<file path="src/rtl/stream_to_3d_array_buffer_if.sv">
// Stream-in / frame-out handshake bundle for stream_to_3d_array_buffer.
// slave = the buffer itself, master = the producer/consumer environment.
interface stream_to_3d_array_buffer_if #(
    parameter int unsigned BIT_WIDTH = 4,
    parameter int unsigned ROWS      = 8,
    parameter int unsigned COLS      = 8,
    parameter int unsigned LANES     = 2
);
    logic [LANES*BIT_WIDTH-1:0]               in_data;
    logic                                     in_valid;
    logic                                     in_ready;
    logic                                     in_last;
    logic                                     row_fast;
    logic [ROWS-1:0][COLS-1:0][BIT_WIDTH-1:0] out;
    logic                                     out_valid;
    logic                                     out_ready;
    logic                                     err;

    modport master (
        output in_data, in_valid, in_last, row_fast, out_ready,
        input  in_ready, out, out_valid, err
    );

    modport slave (
        input  in_data, in_valid, in_last, row_fast, out_ready,
        output in_ready, out, out_valid, err
    );
endinterface

</file>
<file path="src/rtl/stream_to_3d_array_buffer.sv">
// Assembles a ROWS x COLS frame from a LANES-wide valid/ready stream and presents it registered.
// Define DOUBLE_BUFFER_EN for a separate assembly register so filling overlaps presentation.
module stream_to_3d_array_buffer #(
    parameter int unsigned BIT_WIDTH = 4,
    parameter int unsigned ROWS      = 8,
    parameter int unsigned COLS      = 8,
    parameter int unsigned LANES     = 2
) (
    input  logic                       clk,
    input  logic                       rst_n,
    stream_to_3d_array_buffer_if.slave bus
);
    localparam int unsigned BEATS = (ROWS * COLS) / LANES;
    localparam int unsigned CW    = (BEATS > 1) ? $clog2(BEATS) : 1;
    localparam int unsigned RW    = (ROWS > 1) ? $clog2(ROWS) : 1;
    localparam int unsigned KW    = (COLS > 1) ? $clog2(COLS) : 1;

    typedef logic [ROWS-1:0][COLS-1:0][BIT_WIDTH-1:0] frame_t;
    typedef enum logic {FILL, HOLD} state_t;

    if ((ROWS * COLS) % LANES != 0) begin : g_bad_lanes
        $error("ROWS*COLS must be an integer multiple of LANES");
    end

    state_t        state, state_n;
    logic [CW-1:0] cnt, cnt_n;
    logic          order_q, order_n, order_cur;
    logic          err_q, err_n;
    logic          accept, final_beat;
    frame_t        out_q, store, merged;

    assign accept     = bus.in_valid && bus.in_ready;
    assign final_beat = (cnt == CW'(BEATS - 1));
    // Beat 0 uses the live row_fast so the order it latches also applies to itself.
    assign order_cur  = (cnt == '0) ? bus.row_fast : order_q;

    always_comb begin : p_merge
        int unsigned          e;
        logic [BIT_WIDTH-1:0] lane;
        merged = store;
        e      = 0;
        lane   = '0;
        for (int unsigned l = 0; l < LANES; l++) begin
            e    = 32'(cnt) * LANES + l;
            lane = BIT_WIDTH'(bus.in_data >> (l * BIT_WIDTH));
            if (order_cur)
                merged[RW'(e % ROWS)][KW'(e / ROWS)] = lane;
            else
                merged[RW'(e / COLS)][KW'(e % COLS)] = lane;
        end
    end

`ifdef DOUBLE_BUFFER_EN
    frame_t asm_q;
    logic   out_valid_q, out_free, load_new, load_asm;

    assign store         = asm_q;
    assign bus.out_valid = out_valid_q;
`else
    assign store         = out_q;
    assign bus.out_valid = (state == HOLD);
`endif

    assign bus.out      = out_q;
    assign bus.in_ready = (state == FILL);
    assign bus.err      = err_q;

    always_comb begin
        state_n = state;
        cnt_n   = cnt;
        order_n = order_q;
        err_n   = 1'b0;
`ifdef DOUBLE_BUFFER_EN
        out_free = !out_valid_q || bus.out_ready;
        load_new = 1'b0;
        load_asm = 1'b0;
`endif
        if (accept) begin
            if (cnt == '0)
                order_n = bus.row_fast;
            if (final_beat) begin
                cnt_n = '0;
                err_n = !bus.in_last;
            end else if (bus.in_last) begin
                cnt_n = '0;
                err_n = 1'b1;
            end else begin
                cnt_n = cnt + 1'b1;
            end
        end
`ifdef DOUBLE_BUFFER_EN
        // HOLD here means a finished frame is parked in assembly waiting for out to free up.
        if (accept && final_beat) begin
            if (out_free) load_new = 1'b1;
            else          state_n  = HOLD;
        end
        if (state == HOLD && out_free) begin
            load_asm = 1'b1;
            state_n  = FILL;
        end
`else
        if (accept && final_beat)
            state_n = HOLD;
        if (state == HOLD && bus.out_ready)
            state_n = FILL;
`endif
    end

    always_ff @(posedge clk or negedge rst_n) begin
        if (!rst_n) begin
            state   <= FILL;
            cnt     <= '0;
            order_q <= 1'b1;
            err_q   <= 1'b0;
        end else begin
            state   <= state_n;
            cnt     <= cnt_n;
            order_q <= order_n;
            err_q   <= err_n;
        end
    end

`ifdef DOUBLE_BUFFER_EN
    always_ff @(posedge clk or negedge rst_n) begin
        if (!rst_n) begin
            asm_q       <= '0;
            out_q       <= '0;
            out_valid_q <= 1'b0;
        end else begin
            if (accept)
                asm_q <= merged;
            if (load_new)
                out_q <= merged;
            else if (load_asm)
                out_q <= asm_q;
            if (load_new || load_asm)
                out_valid_q <= 1'b1;
            else if (bus.out_ready)
                out_valid_q <= 1'b0;
        end
    end
`else
    always_ff @(posedge clk or negedge rst_n) begin
        if (!rst_n)
            out_q <= '0;
        else if (accept)
            out_q <= merged;
    end
`endif

endmodule

</file>
<file path="src/flat_wrapper.sv">
// flat-port wrapper written by rule: the top's interface ports become plain ports
module stream_to_3d_array_buffer_flat 
#(
    parameter int unsigned BIT_WIDTH = 4,
    parameter int unsigned ROWS      = 8,
    parameter int unsigned COLS      = 8,
    parameter int unsigned LANES     = 2
)
  (clk, rst_n, bus_in_data, bus_in_valid, bus_in_last, bus_row_fast, bus_out_ready, bus_in_ready, bus_out, bus_out_valid, bus_err);
  stream_to_3d_array_buffer_if #(.BIT_WIDTH(BIT_WIDTH), .ROWS(ROWS), .COLS(COLS), .LANES(LANES)) bus_i ();
  input  logic clk;
  input  logic rst_n;
  input wire logic [$bits(bus_i.in_data)-1:0] bus_in_data;
  input wire logic [$bits(bus_i.in_valid)-1:0] bus_in_valid;
  input wire logic [$bits(bus_i.in_last)-1:0] bus_in_last;
  input wire logic [$bits(bus_i.row_fast)-1:0] bus_row_fast;
  input wire logic [$bits(bus_i.out_ready)-1:0] bus_out_ready;
  output wire logic [$bits(bus_i.in_ready)-1:0] bus_in_ready;
  output wire logic [$bits(bus_i.out)-1:0] bus_out;
  output wire logic [$bits(bus_i.out_valid)-1:0] bus_out_valid;
  output wire logic [$bits(bus_i.err)-1:0] bus_err;
  assign bus_i.in_data = bus_in_data;
  assign bus_i.in_valid = bus_in_valid;
  assign bus_i.in_last = bus_in_last;
  assign bus_i.row_fast = bus_row_fast;
  assign bus_i.out_ready = bus_out_ready;
  assign bus_in_ready = bus_i.in_ready;
  assign bus_out = bus_i.out;
  assign bus_out_valid = bus_i.out_valid;
  assign bus_err = bus_i.err;
  stream_to_3d_array_buffer #(.BIT_WIDTH(BIT_WIDTH), .ROWS(ROWS), .COLS(COLS), .LANES(LANES)) u_core (.clk(clk), .rst_n(rst_n), .bus(bus_i));
endmodule
</file>
<file path="config.mk">
export PLATFORM = sky130hd
export DESIGN_NAME = stream_to_3d_array_buffer_flat
export DESIGN_NICKNAME = d
export VERILOG_FILES = /design/src/rtl/stream_to_3d_array_buffer_if.sv /design/src/rtl/stream_to_3d_array_buffer.sv /design/src/flat_wrapper.sv
export SDC_FILE = /design/constraint.sdc
export NUM_CORES = 1
export LEC_CHECK = 0
export BUFFER_PORTS_ARGS = -buffer_cell sky130_fd_sc_hd__clkbuf_2
export CAP_MARGIN = 10
export CORE_UTILIZATION = 55
export DETAILED_ROUTE_END_ITERATION = 12
export PLACE_DENSITY = 0.89
export SYNTH_ARGS = -nofsm -noshare
export SYNTH_HDL_FRONTEND = slang
export SYNTH_SLANG_ARGS = --single-unit
</file>
<file path="constraint.sdc">
create_clock -name clk -period 3.15 [get_ports clk]
set_input_delay 0.315 -clock clk [delete_from_list [all_inputs] [get_ports clk]]
set_output_delay 0.315 -clock clk [all_outputs]
set_load 0.01 [all_outputs]
</file>
==> results_dict.tcl <==
set metrics [dict create \
    vias_per_cell 6.27 \
    final_common_cell "clkbuf_2" \
    grt_max_degree 128 \
    wl_per_cell_um 22.2 \
    clock_sinks 264 \
    cts_tree "built" \
    skew_ps 13.8 \
    antenna_found_initial 1 \
    multi_input_area_um2 5200 \
    syn_area_um2 12600 \
    grt_overflow 0 \
    hold_path.class "in -> reg" \
    required_ps 3590 \
    fin_area_um2 15400 \
    grtUsageTotal_pct 31.0 \
    status "completed" \
    irDropWorstVdd_mv 0.464 \
    routed_wl_um 37100 \
    busiest_layer "met2" \
    route.vias.total 10461 \
    synth_cell_types 47 \
    critPathLaunch "u_core.cnt[0]" \
    fp.dieArea_um2 23500 \
    leakagePower_nw 7.65 \
    die_y_um 153 \
    final_nets 1386 \
    powerDensity_nw_per_um2 688 \
    synth_warnings 0 \
    pre_cts_ws_ps 227 \
    grt_pass1_vias 10164 \
    cts_setup_buffers 0 \
    layout_common_cells "271 x clkbuf_2, 263 x dfrtp_1, 110 x mux2_2" \
    start_util_pct 56.8 \
    cap_violations 0 \
    final-setup-viol-count 0 \
    h-tree-depth 1 \
    synth_nets 1122 \
    drive_above_1_share_pct 36.2 \
    total_power_mw 10.6 \
    final_cell_count_no_fill 1669 \
    drtIter0Drc 946 \
    seq_area_um2 6610 \
    fillerInstances 1618 \
    rsz0062_at_grt "yes" \
    rows 54 \
    fmax_mhz 327 \
    critPathKind "reg -> reg" \
    maxSlewHeadroom_pct 41.7 \
    cp-start-kind "flop" \
    clock_latency_ps 540 \
    clock_path_buffers 3 \
    synth.avg_cell_area_um2 11.4 \
    area_delta_synth_final_pct 22.2 \
    cts_root_buf "clkbuf_16" \
    fin_crit_sh_pct 97.2 \
    worstPathArrival_ps 3500 \
    synthArstFlopShare_pct 100 \
    groute.layer.met3.usage_pct 6.63 \
    ioPinCount 273 \
    dp.final_hpwl_um 25400 \
    grt_pass1_wl_um 57200 \
    grt_use_met1_pct 41.1 \
    end_kind "flop" \
    worstHoldStart "bus_in_valid" \
    core_um2 22200 \
    clk_pin_slew_ps 60 \
    dp.cells 1615 \
    place_area_um2 14400 \
    drc 0 \
    min_period_ps 3060 \
    finalHoldViolations 0 \
    firstDrtPassIters 5 \
    critical_path_peak_fanout 30 \
    synth-edff-count 0 \
    ant_nets 0 \
    tightest_slew_ps 863 \
    whs_ps 58.1 \
    ys_seq_area_share_pct 52.5 \
    use_met2_pct 49.6 \
    rr_startpoint "u_core.cnt[0]" \
    ys_dominant_reg_cell "dfrtp_1" \
    worst_slack_ps 89.5 \
    synth-seq-cells 264 \
    postSynthCellCount 1103 \
    drv_slew 0 \
    dieWidth_um 153 \
    place_congestion 0.921 \
    io_buffers 272 \
    cts_buffers 28 \
]
[what timing repair did]
action                     CTS  global route
hold buffers                 2             0
resized for setup            0             1
setup endpoints to repair    0             7
hold endpoints to repair    41             0
[flip-flops by register name, summed over array words and instances (netlist names)]
name	flops
u_core.cnt	5
u_core.bus.out	256
u_core.bus.err	1
u_core.order_q	1
u_core.bus.out_valid	1
[power by group]
group	total [mW]	switching, mW	internal [mW]	leakage, nW
clock network	3.41	1.34	2.06	0.475
registers	4.50	0.448	4.05	3.21
logic	2.67	1.51	1.16	3.96
total	10.6	3.30	7.27	7.65
[cell type report]
cell class | instances | share of cell area, %
clock buffers | 42 | 5.43
diodes | 1 | 0.0163
inverters | 102 | 2.49
multi-input cells | 639 | 33.8
flip-flops and latches | 264 | 43.0
well taps | 280 | 2.28
repair buffers | 332 | 12.2
clock inverters | 9 | 0.781
[cell families (layout without fill, tap and decap cells)]
| logic type | after synthesis | count (layout) | share of synthesized area, % |
|---|---|---|---|
| other cells | 0 | 1 | 0 |
| mux | 225 | 225 | 19.2 |
| simple gates | 250 | 250 | 11.0 |
| compound gates | 158 | 158 | 10.2 |
| buf+inv | 200 | 485 | 6.55 |
| xor+xnor | 1 | 1 | 0.0696 |
| flops | 264 | 264 | 52.5 |
| fa+ha+maj | 5 | 5 | 0.497 |
[metal layers]
metal / share of wire, % / routed length, um / up-vias
li1: - / - / 4531
met1: 39 / 14300 / 5147
met2: 47 / 17500 / 664
met3: 10 / 3890 / 119
met4: 3.8 / 1430 / 0
met5: 0 / 0 / -
[metrics by stage]
stage	setup TNS, ps	util (%)
3_5_place_dp	0	65.0
5_1_grt	-46.7	69.4
6_report	0	69.4
2_1_floorplan	0	-
3_3_place_gp	0	65.0
4_1_cts	0	69.4
[critical path, cell delays in order (launching register included)]
cell and delay [ps]:
dfrtp_1 430, inv_1 130, ha_1 180, or4b_1 660, mux2i_4 280, buf_12 250, buf_4 330, nand2_1 360
o221ai_1 350
[Yosys cell counts, types with 4 or more instances]
| library cell | n | area share (%) |
|---|---|---|
| buf_1 | 7 | 0.21 |
| nor4bb_1 | 6 | 0.48 |
| or3_1 | 6 | 0.30 |
| o221ai_1 | 96 | 6.7 |
| o21ai_0 | 14 | 0.56 |
| and4b_1 | 10 | 0.80 |
| a21oi_1 | 7 | 0.28 |
| buf_4 | 7 | 0.42 |
| mux2_1 | 23 | 2.1 |
| clkbuf_1 | 61 | 1.8 |
| and2_1 | 13 | 0.65 |
| a22o_1 | 24 | 1.7 |
| ha_1 | 5 | 0.50 |
| dfrtp_1 | 263 | 52 |
| mux2i_1 | 92 | 7.3 |
| buf_2 | 20 | 0.80 |
| nor3_1 | 4 | 0.16 |
| nand4_1 | 4 | 0.20 |
| nand2_1 | 57 | 1.7 |
| nand4b_1 | 4 | 0.28 |
| nand3_1 | 98 | 3.9 |
| nand4bb_1 | 6 | 0.54 |
| mux2_2 | 110 | 9.8 |
| nor2_1 | 15 | 0.45 |
| inv_1 | 102 | 3.0 |
| or2_2 | 10 | 0.50 |
[final timing paths]
kind	end	slack (ps)	cells past startpoint
worst max register to register	u_core.bus.out[207]	90	8
max in group asynchronous	u_core.bus.out[219]	1700	3
worst min register to register	u_core.bus.out[128]	490	1
worst max-delay path	u_core.bus.out[207]	90	8
worst min-delay path	u_core.bus.out_valid	60	3
min in group asynchronous	u_core.bus.out[240]	260	2
(Power assumes the default switching activity.)
